`config.mk`:
```
export PLATFORM = sky130hd
export DESIGN_NAME = uart_tx_buffered
export DESIGN_NICKNAME = d
export VERILOG_FILES = /design/src/rtl/uart_pkg.sv /design/src/rtl/uart_tx_bittimer.sv /design/src/rtl/uart_tx_buffered.sv
export SDC_FILE = /design/constraint.sdc
export NUM_CORES = 1
export LEC_CHECK = 0
export ABC_AREA = 1
export BUFFER_PORTS_ARGS = -buffer_cell sky130_fd_sc_hd__buf_2
export CORE_MARGIN = 2
export CORE_UTILIZATION = 44
export DETAILED_ROUTE_END_ITERATION = 7
export PLACE_DENSITY_LB_ADDON = 0.3
export SYNTH_ARGS = -nofsm -noshare
export SYNTH_HDL_FRONTEND = slang
export SYNTH_SLANG_ARGS = --single-unit
```
`constraint.sdc`:
```
create_clock -name clk -period 1.8 [get_ports clk]
set_input_delay 0.09 -clock clk [delete_from_list [all_inputs] [get_ports clk]]
set_output_delay 0.09 -clock clk [all_outputs]
set_load 0.05 [all_outputs]
```
`src/rtl/uart_pkg.sv`:
```
// Shared UART definitions: transmitter state encoding, frame-length constants, divider helper.
// Frame length depends on the UART_TX_PARITY_EN build macro.
package uart_pkg;

  localparam int DATA_BITS = 8;

`ifdef UART_TX_PARITY_EN
  localparam int FRAME_BITS = 11;
`else
  localparam int FRAME_BITS = 10;
`endif

  typedef enum logic [2:0] {
    ST_IDLE   = 3'd0,
    ST_START  = 3'd1,
    ST_DATA   = 3'd2,
`ifdef UART_TX_PARITY_EN
    ST_PARITY = 3'd3,
`endif
    ST_STOP   = 3'd4
  } tx_state_e;

  // Bit period in clk cycles, rounded to the nearest integer.
  function automatic int calc_div(input int clock, input int baud);
    return (clock + baud / 2) / baud;
  endfunction

endpackage

```
`src/rtl/uart_tx_bittimer.sv`:
```
// Bit-period divider: counts 0..DIV-1, restartable; tick marks the last cycle of a bit,
// tick_next the cycle before it.
module uart_tx_bittimer #(
  parameter int DIV = 868
) (
  input  logic clk,
  input  logic rst_n,
  input  logic restart,
  output logic tick,
  output logic tick_next
);

  localparam int CNT_W = (DIV > 1) ? $clog2(DIV) : 1;

  logic [CNT_W-1:0] cnt;

  always_ff @(posedge clk) begin
    // NOTE: sequential state uses non-blocking assignments only, so every flop samples pre-edge values.
    if (!rst_n || restart) cnt <= '0;
    else if (tick)         cnt <= '0;
    else                   cnt <= cnt + 1'b1;
  end

  assign tick      = (cnt == CNT_W'(DIV - 1));
  assign tick_next = (cnt == CNT_W'(DIV - 2));

endmodule

```
`src/rtl/uart_tx_buffered.sv`:
```
// UART transmitter with one-byte holding register and back-to-back frames (8N1, or 8E1 when
// UART_TX_PARITY_EN is defined). Synchronous active-low reset.
module uart_tx_buffered
  import uart_pkg::*;
#(
  parameter int CLOCK = 100000000,
  parameter int BAUD  = 115200
) (
  input  logic       clk,
  input  logic       rst_n,
  input  logic [7:0] tx_byte,
  input  logic       tx_start,
  output logic       ready,
  output logic       busy,
  output logic       tx,
  output logic       tx_done
);

  localparam int DIV = calc_div(CLOCK, BAUD);

  if (DIV < 2) begin : g_div_check
    $error("uart_tx_buffered: bit period DIV must be at least 2 clk cycles");
  end

  tx_state_e  state;
  logic [7:0] hold_data;
  logic       hold_valid;
  logic [7:0] shift;
  logic [2:0] bit_idx;
`ifdef UART_TX_PARITY_EN
  logic       parity;
`endif

  logic tick, tick_next;
  logic stop_end, start_frame, accept;

  assign stop_end    = (state == ST_STOP) && tick;
  // A byte arriving on the very edge STOP ends bypasses the holding register.
  assign start_frame = ((state == ST_IDLE) && hold_valid) ||
                       (stop_end && (hold_valid || tx_start));
  assign accept      = tx_start && !hold_valid;

  uart_tx_bittimer #(.DIV(DIV)) u_bittimer (
    .clk       (clk),
    .rst_n     (rst_n),
    .restart   (start_frame),
    .tick      (tick),
    .tick_next (tick_next)
  );

  always_ff @(posedge clk) begin
    if (!rst_n) begin
      state      <= ST_IDLE;
      tx         <= 1'b1;
      tx_done    <= 1'b0;
      hold_valid <= 1'b0;
      bit_idx    <= '0;
`ifdef UART_TX_PARITY_EN
      parity     <= 1'b0;
`endif
    end else begin
      tx_done <= (state == ST_STOP) && tick_next;

      // NOTE: hold_data and shift are data-path storage qualified by hold_valid/state, so they need no reset.
      if (start_frame && hold_valid)    hold_valid <= 1'b0;
      else if (accept && !start_frame) begin
        hold_valid <= 1'b1;
        hold_data  <= tx_byte;
      end

      if (start_frame) begin
        state   <= ST_START;
        tx      <= 1'b0;
        shift   <= hold_valid ? hold_data : tx_byte;
        bit_idx <= '0;
`ifdef UART_TX_PARITY_EN
        parity  <= 1'b0;
`endif
      end else begin
        case (state)
          ST_IDLE:  tx <= 1'b1;
          ST_START: if (tick) begin
            state <= ST_DATA;
            tx    <= shift[0];
          end
          ST_DATA: if (tick) begin
`ifdef UART_TX_PARITY_EN
            parity <= parity ^ shift[0];
`endif
            if (bit_idx == 3'(DATA_BITS - 1)) begin
`ifdef UART_TX_PARITY_EN
              state <= ST_PARITY;
              tx    <= parity ^ shift[0];
`else
              state <= ST_STOP;
              tx    <= 1'b1;
`endif
            end else begin
              bit_idx <= bit_idx + 3'd1;
              shift   <= {1'b0, shift[7:1]};
              tx      <= shift[1];
            end
          end
`ifdef UART_TX_PARITY_EN
          ST_PARITY: if (tick) begin
            state <= ST_STOP;
            tx    <= 1'b1;
          end
`endif
          ST_STOP: if (tick) begin
            state <= ST_IDLE;
            tx    <= 1'b1;
          end
          default: begin
            state <= ST_IDLE;
            tx    <= 1'b1;
          end
        endcase
      end
    end
  end

  assign ready = !hold_valid;
  assign busy  = (state != ST_IDLE) || hold_valid;

endmodule

```
==> impl_metrics.py, run 1 <==
metrics = {
    "global_routing": {
        "antenna_found_initial": 0,
        "grt_pass1_vias": 1291,
        "grt_pass1_wl_um": 5400,
        "grt_max_degree": 12,
        "grt-ovfl-total": 0,
        "grt_usage": 0.166,
    },
    "logic_synthesis": {
        "yosys.area.top_type": "edfxtp_1",
        "synth.distinct_cells": 27,
        "ys_top_cells_by_area": "edfxtp_1, dfxtp_1, nand2_1, nor2_1, nand3_1",
        "syn_nets": 215,
        "ys_seq_area_frac": 0.508,
        "avgSynthCellArea_sq_um": 8.47,
        "yosys_warnings": 0,
        "yosysTopAreaCellShare": 0.284,
        "syn-cell-area_sq_um": 1690,
        "postSynthCellCount": 200,
        "ys_seq_elements": 35,
    },
    "sta": {
        "fin_ws_ns": 0.204,
        "finalCritPeriodShare": 0.886,
        "slew_headroom": 0.739,
        "worst_pin_slew_ns": 0.390,
        "hold_slack_ns": 0.00625,
        "setup_viol": 0,
        "period_needed_ns": 1.60,
        "fin_tns_setup_ns": 0,
        "rsz0062_at_grt": "false",
        "final-hold-violation-count": 0,
        "fmax_mhz": 627,
        "drv_slew": 0,
        "skew_ns": 0.00810,
    },
    "route": {
        "wirelength_um": 3080,
        "vias_per_cell": 4.64,
        "wire_per_inst_um": 10.8,
        "final_antenna_net_count": 0,
        "dr_total_vias": 1323,
        "drcViolationCount": 0,
        "drt_iter0_markers": 48,
        "firstDrtPassIters": 4,
    },
    "clock_network": {
        "clk_path_buf_depth": 2,
        "cts.clk_slew.worst_paths_ns": 0.06,
        "post_cts_buffers": 0,
        "htree_num_levels": 2,
        "clk_latency_ns": 0.28,
        "cts-buffers-inserted": 5,
        "cts_tree": "yes",
        "clkSinkCount": 35,
        "cts_root_buf": "clkbuf_8",
    },
    "final_layout": {
        "num_antenna_cells": 0,
        "area_growth_pct": 23.2,
        "layout-drive-gt1-share": 0.228,
        "design_area_sq_um": 2090,
        "layout.nets": 251,
        "final_core_util": 0.566,
    },
    "power_and_ir_drop": {
        "switching_share": 0.230,
        "internal-power_mw": 1.39,
        "p_leak_nw": 0.911,
        "clockPowerShare": 0.399,
        "p_sw_mw": 0.413,
        "peakVddDrop_uv": 648,
        "combPwrFrac": 0.114,
        "powerDensity_nw_per_um2": 862,
        "seq_power_share": 0.488,
    },
    "floorplan": {
        "dieWidth_um": 66.1,
        "die_h_um": 66.1,
        "num_rows": 22,
        "die-area_sq_um": 4360,
        "coreArea_sq_um": 3690,
        "initial_core_util": 0.459,
        "ios": 15,
    },
    "worst_setup_path": {
        "cp.depth": 6,
        "path_cells": "ha_1, nand2_1, nor2_1, nand3_1, nand3_1, nor3_4",
        "rrSetupSlack_ns": 0.20,
        "critPathCaptureType": "flop",
        "arrival_ns": 1.53,
        "max_stage_delay_ns": 0.35,
        "crit_required_ns": 1.74,
        "worstRegToRegCells": 6,
        "crit-reg2reg-launch": "u_bittimer.cnt[0]$_SDFF_PP0_",
        "cpMostUsedCell": "nand3_1",
        "endpoint": "hold_data[7]$_DFFE_PP_",
        "startpoint": "u_bittimer.cnt[0]$_SDFF_PP0_",
        "slowest_stage": "nor3_4",
        "worst-path-buf-inv": 0,
        "cp_max_fo": 8,
        "crit_type": "reg -> reg",
        "critical-path-top-delay-family": "simple AND/OR/NAND/NOR gates",
        "setup.worst_path.start_class": "flop",
        "reg2reg_to": "hold_data[7]$_DFFE_PP_",
    },
    "placed_design": {
        "place_ws_ns": 0.0687,
        "hpwl_um": 2260,
        "portBuffers": 14,
        "post_dp_cell_area_sq_um": 1890,
        "gp_congestion": 0.816,
    },
    "min_path": {
        "hp-class": "in -> reg",
    },
    "job": {
        "max_cap_viol_count": 0,
    },
    "status": {
        "status": "complete, no violations",
    },
}
timing repair:
action                                  4_1_cts  5_1_grt
hold buffers                                  5        2
gates resized for setup                       0        2
endpoints found under the setup margin        0       16
hold endpoints to repair                      5        2
flip-flops by register name (all words and copies together), names as in the netlist:
| signal | flops |
|---|---|
| u_bittimer.cnt | 10 |
| tx_done | 1 |
| hold_valid | 1 |
| bit_idx | 3 |
| state | 3 |
| shift | 8 |
| hold_data | 8 |
| tx | 1 |
power groups by stage:
stage          clock, mW  combinational (mW)  sequential, mW
2_1_floorplan          0               0.131           0.896
3_3_place_gp           0               0.190           0.893
3_5_place_dp           0               0.190           0.895
4_1_cts            0.734               0.198           0.877
5_1_grt            0.768               0.229           0.880
6_report           0.717               0.204           0.877
per-layer routing:
metal / GRT usage / wire length (um)
met5: 0 / 0
met4: 0.0791 / 37
met1: 0.230 / 1620
met3: 0.0409 / 70
met2: 0.241 / 1350
through the flow:
| step | cells | total power, mW |
|---|---|---|
| floorplan | 200 | 1.03 |
| global placement | 270 | 1.08 |
| detailed placement | 270 | 1.08 |
| CTS | 283 | 1.81 |
| global route | 285 | 1.88 |
| finish | 285 | 1.80 |
cell usage after synthesis:
cell,count
nand2_1,65
dfxtp_1,19
nor2_1,19
inv_1,17
edfxtp_1,16
nand3_1,14
nand2_2,6
xor2_1,6
a21oi_1,4
ha_1,4
nand4_1,4
nand3b_1,3
buf_2,2
inv_2,2
nand2_4,2
nor2_2,2
nor2_4,2
nor3_2,2
o21ai_0,2
xnor2_1,2
a21oi_2,1
buf_6,1
clkbuf_2,1
nand3_2,1
nor3_1,1
nor4_1,1
o211ai_1,1
worst min path at each step:
stage                           from                      to  slack, ns  cells past startpoint
after floorplan           tx_byte[0]  hold_data[0]$_DFFE_PP_       0.19                      0
after global placement    tx_byte[2]  hold_data[2]$_DFFE_PP_       0.28                      1
after detailed placement  tx_byte[7]  hold_data[7]$_DFFE_PP_       0.29                      1
after CTS                 tx_byte[0]  hold_data[0]$_DFFE_PP_      0.001                      1
after global routing      tx_byte[0]  hold_data[0]$_DFFE_PP_      0.003                      1
final                     tx_byte[0]  hold_data[0]$_DFFE_PP_      0.006                      1
final cells by class:
cell class              instances  area, sq um
well taps                      48         60.1
clock inverters                 2         35.0
clock buffers                   6         82.6
inverters                      19         71.3
flip-flops and latches         35          861
repair buffers                 33          230
multi-input cells             142          747
fillers                       349         1600
cells by family after synthesis:
logic type | after synthesis | synth area share
flops | 35 | 0.508
fa+ha+maj | 4 | 0.0295
buf+inv | 23 | 0.0576
simple gates | 122 | 0.336
xor+xnor | 8 | 0.0414
compound gates | 8 | 0.0273
cells in the final DEF (no fill, tap or decap), types with 3 or more instances in the layout:
cell,n
nand2_1,65
nor2_1,19
dfxtp_1,19
inv_1,16
edfxtp_1,16
nand3_1,14
buf_2,14
buf_4,12
dlygate4sd3_1,7
nand2_2,6
xor2_1,6
clkbuf_8,6
a21oi_1,4
nand4_1,4
ha_1,4
inv_2,3
nand3b_1,3
(Power assumes the default switching activity.)
==> inputs of run 2 (changes only) <==
--- a/config.mk
+++ b/config.mk
@@ -6,10 +6,10 @@
 export NUM_CORES = 1
 export LEC_CHECK = 0
 export ABC_AREA = 1
-export BUFFER_PORTS_ARGS = -buffer_cell sky130_fd_sc_hd__buf_2
 export CORE_MARGIN = 2
 export CORE_UTILIZATION = 44
 export DETAILED_ROUTE_END_ITERATION = 7
+export DONT_BUFFER_PORTS = 1
 export PLACE_DENSITY_LB_ADDON = 0.3
 export SYNTH_ARGS = -nofsm -noshare
 export SYNTH_HDL_FRONTEND = slang
==> impl_metrics.py, run 2 (synthesized netlist as in run 1, its figures left out) <==
metrics = {
    "floorplan": {
        "dieWidth_um": 66.1,
        "initial_core_util": 0.459,
        "die-area_sq_um": 4360,
        "ios": 15,
        "num_rows": 22,
        "coreArea_sq_um": 3690,
        "die_h_um": 66.1,
    },
    "clock_network": {
        "cts_tree": "yes",
        "post_cts_buffers": 0,
        "clkSinkCount": 35,
        "cts.clk_slew.worst_paths_ns": 0.07,
        "clk_path_buf_depth": 2,
        "cts_root_buf": "clkbuf_8",
        "cts-buffers-inserted": 5,
        "clk_latency_ns": 0.29,
        "htree_num_levels": 2,
    },
    "global_routing": {
        "grt-ovfl-total": 0,
        "grt_usage": 0.179,
        "grt_max_degree": 11,
        "antenna_found_initial": 0,
        "grt_pass1_wl_um": 5630,
        "grt_pass1_vias": 1261,
    },
    "final_layout": {
        "num_antenna_cells": 0,
        "regMostFlops": "u_bittimer.cnt",
        "largest_reg_flops": 10,
        "final_core_util": 0.532,
        "reg_top3": "u_bittimer.cnt (10), hold_data (8), shift (8)",
        "area_growth_pct": 15.9,
        "fillerInstances": 352,
        "layout-drive-gt1-share": 0.149,
        "final_common_cell": "nand2_1",
        "layout_common_cells": "nand2_1, nor2_1, dfxtp_1",
        "layout.nets": 235,
    },
    "worst_setup_path": {
        "worstRegToRegCells": 9,
        "crit_required_ns": 1.79,
        "crit-reg2reg-launch": "u_bittimer.cnt[0]$_SDFF_PP0_",
        "arrival_ns": 1.58,
        "crit_type": "reg -> reg",
        "reg2reg_to": "shift[7]$_SDFFCE_PN0P_",
        "rrSetupSlack_ns": 0.21,
        "cp_max_fo": 8,
        "setup.worst_path.start_class": "flop",
        "critPathCaptureType": "flop",
    },
    "min_path": {
        "min_from": "tx_byte[7]",
        "hp-class": "in -> reg",
        "hold_depth": 2,
        "hold-path-endpoint": "shift[7]$_SDFFCE_PN0P_",
    },
    "sta": {
        "setup_viol": 0,
        "worst_pin_slew_ns": 0.471,
        "fin_tns_setup_ns": 0,
        "final-hold-violation-count": 0,
        "rsz0062_at_grt": "false",
        "finalCritPeriodShare": 0.883,
        "slew_headroom": 0.686,
        "fmax_mhz": 629,
        "drv_slew": 0,
        "hold_slack_ns": 0.0565,
        "skew_ns": 0.00881,
        "period_needed_ns": 1.59,
    },
    "route": {
        "final_antenna_net_count": 0,
        "firstDrtPassIters": 4,
        "drcViolationCount": 0,
        "dr_total_vias": 1280,
        "wire_per_inst_um": 12.0,
        "drt_iter0_markers": 71,
        "wirelength_um": 3220,
        "vias_per_cell": 4.76,
    },
    "placed_design": {
        "hpwl_um": 2240,
        "portBuffers": 0,
        "gp_congestion": 0.817,
    },
    "power_and_ir_drop": {
        "powerDensity_nw_per_um2": 823,
        "finalPower_mw": 1.62,
        "p_leak_nw": 0.822,
        "peakVddDrop_uv": 571,
    },
    "job": {
        "max_cap_viol_count": 0,
    },
    "status": {
        "status": "complete, no violations",
    },
}
-- run 2: layout make-up --
type | instances | area (sq um) | area share
clock buffer | 6 | 72.6 | 0.0370
clock inverter | 2 | 7.51 | 0.00382
inverter | 19 | 71.3 | 0.0363
multi-input combinational | 142 | 741 | 0.377
sequential | 35 | 861 | 0.438
tap | 48 | 60.1 | 0.0306
timing repair buffer | 17 | 150 | 0.0765
-- run 2: worst max-delay path by stage --
stage / endpoint / slack [ns] / startpoint / depth (start not counted)
finish: shift[7]$_SDFFCE_PN0P_ / 0.21 / u_bittimer.cnt[0]$_SDFF_PP0_ / 9
global route: u_bittimer.cnt[9]$_SDFF_PP0_ / 0.05 / u_bittimer.cnt[0]$_SDFF_PP0_ / 9
CTS: shift[4]$_DFFE_PP_ / 0.1 / u_bittimer.cnt[0]$_SDFF_PP0_ / 9
detailed placement: shift[6]$_DFFE_PP_ / 0.09 / u_bittimer.cnt[0]$_SDFF_PP0_ / 9
global placement: shift[6]$_DFFE_PP_ / 0.14 / u_bittimer.cnt[0]$_SDFF_PP0_ / 9
floorplan: hold_data[0]$_DFFE_PP_ / 0.09 / u_bittimer.cnt[0]$_SDFF_PP0_ / 6
-- run 2: critical path: stages (launching register included) --
cell     delay [ns]
dfxtp_1        0.37
ha_1           0.25
nand2_1        0.07
nor2_1         0.17
nand2_1        0.07
nand2_1        0.07
nand2_2        0.06
nand2_2        0.05
nand2_1        0.05
inv_2          0.14
-- run 2: routing by layer --
metal / track usage / wire length (um) / vias to the layer above
met5: 0 / 0 / -
met4: 0.0765 / 57 / 0
met3: 0.0733 / 146 / 5
met2: 0.263 / 1380 / 20
met1: 0.232 / 1640 / 573
li1: - / - / 682
-- run 2: metrics by stage --
step,cell area [sq um],setup slack [ns],std cells
CTS,1960,0.0977,269
detailed placement,1790,0.0949,252
finish,1960,0.211,269
floorplan,1700,0.0901,200
global placement,1790,0.142,252
global route,1960,0.0475,269
-- run 2: where the power goes --
group          switching [mW]  total (mW)  internal [mW]  leakage (nW)
clock network           0.281       0.544          0.264        0.0403
logic                   0.119       0.191         0.0722         0.481
registers              0.0183       0.880          0.862         0.301
total                   0.418        1.62           1.20         0.822
-- run 2: what timing repair did --
action	in CTS	in global routing
hold buffers	9	0
setup endpoints to repair	0	8
gates resized for setup	0	1
hold endpoints to repair	12	0
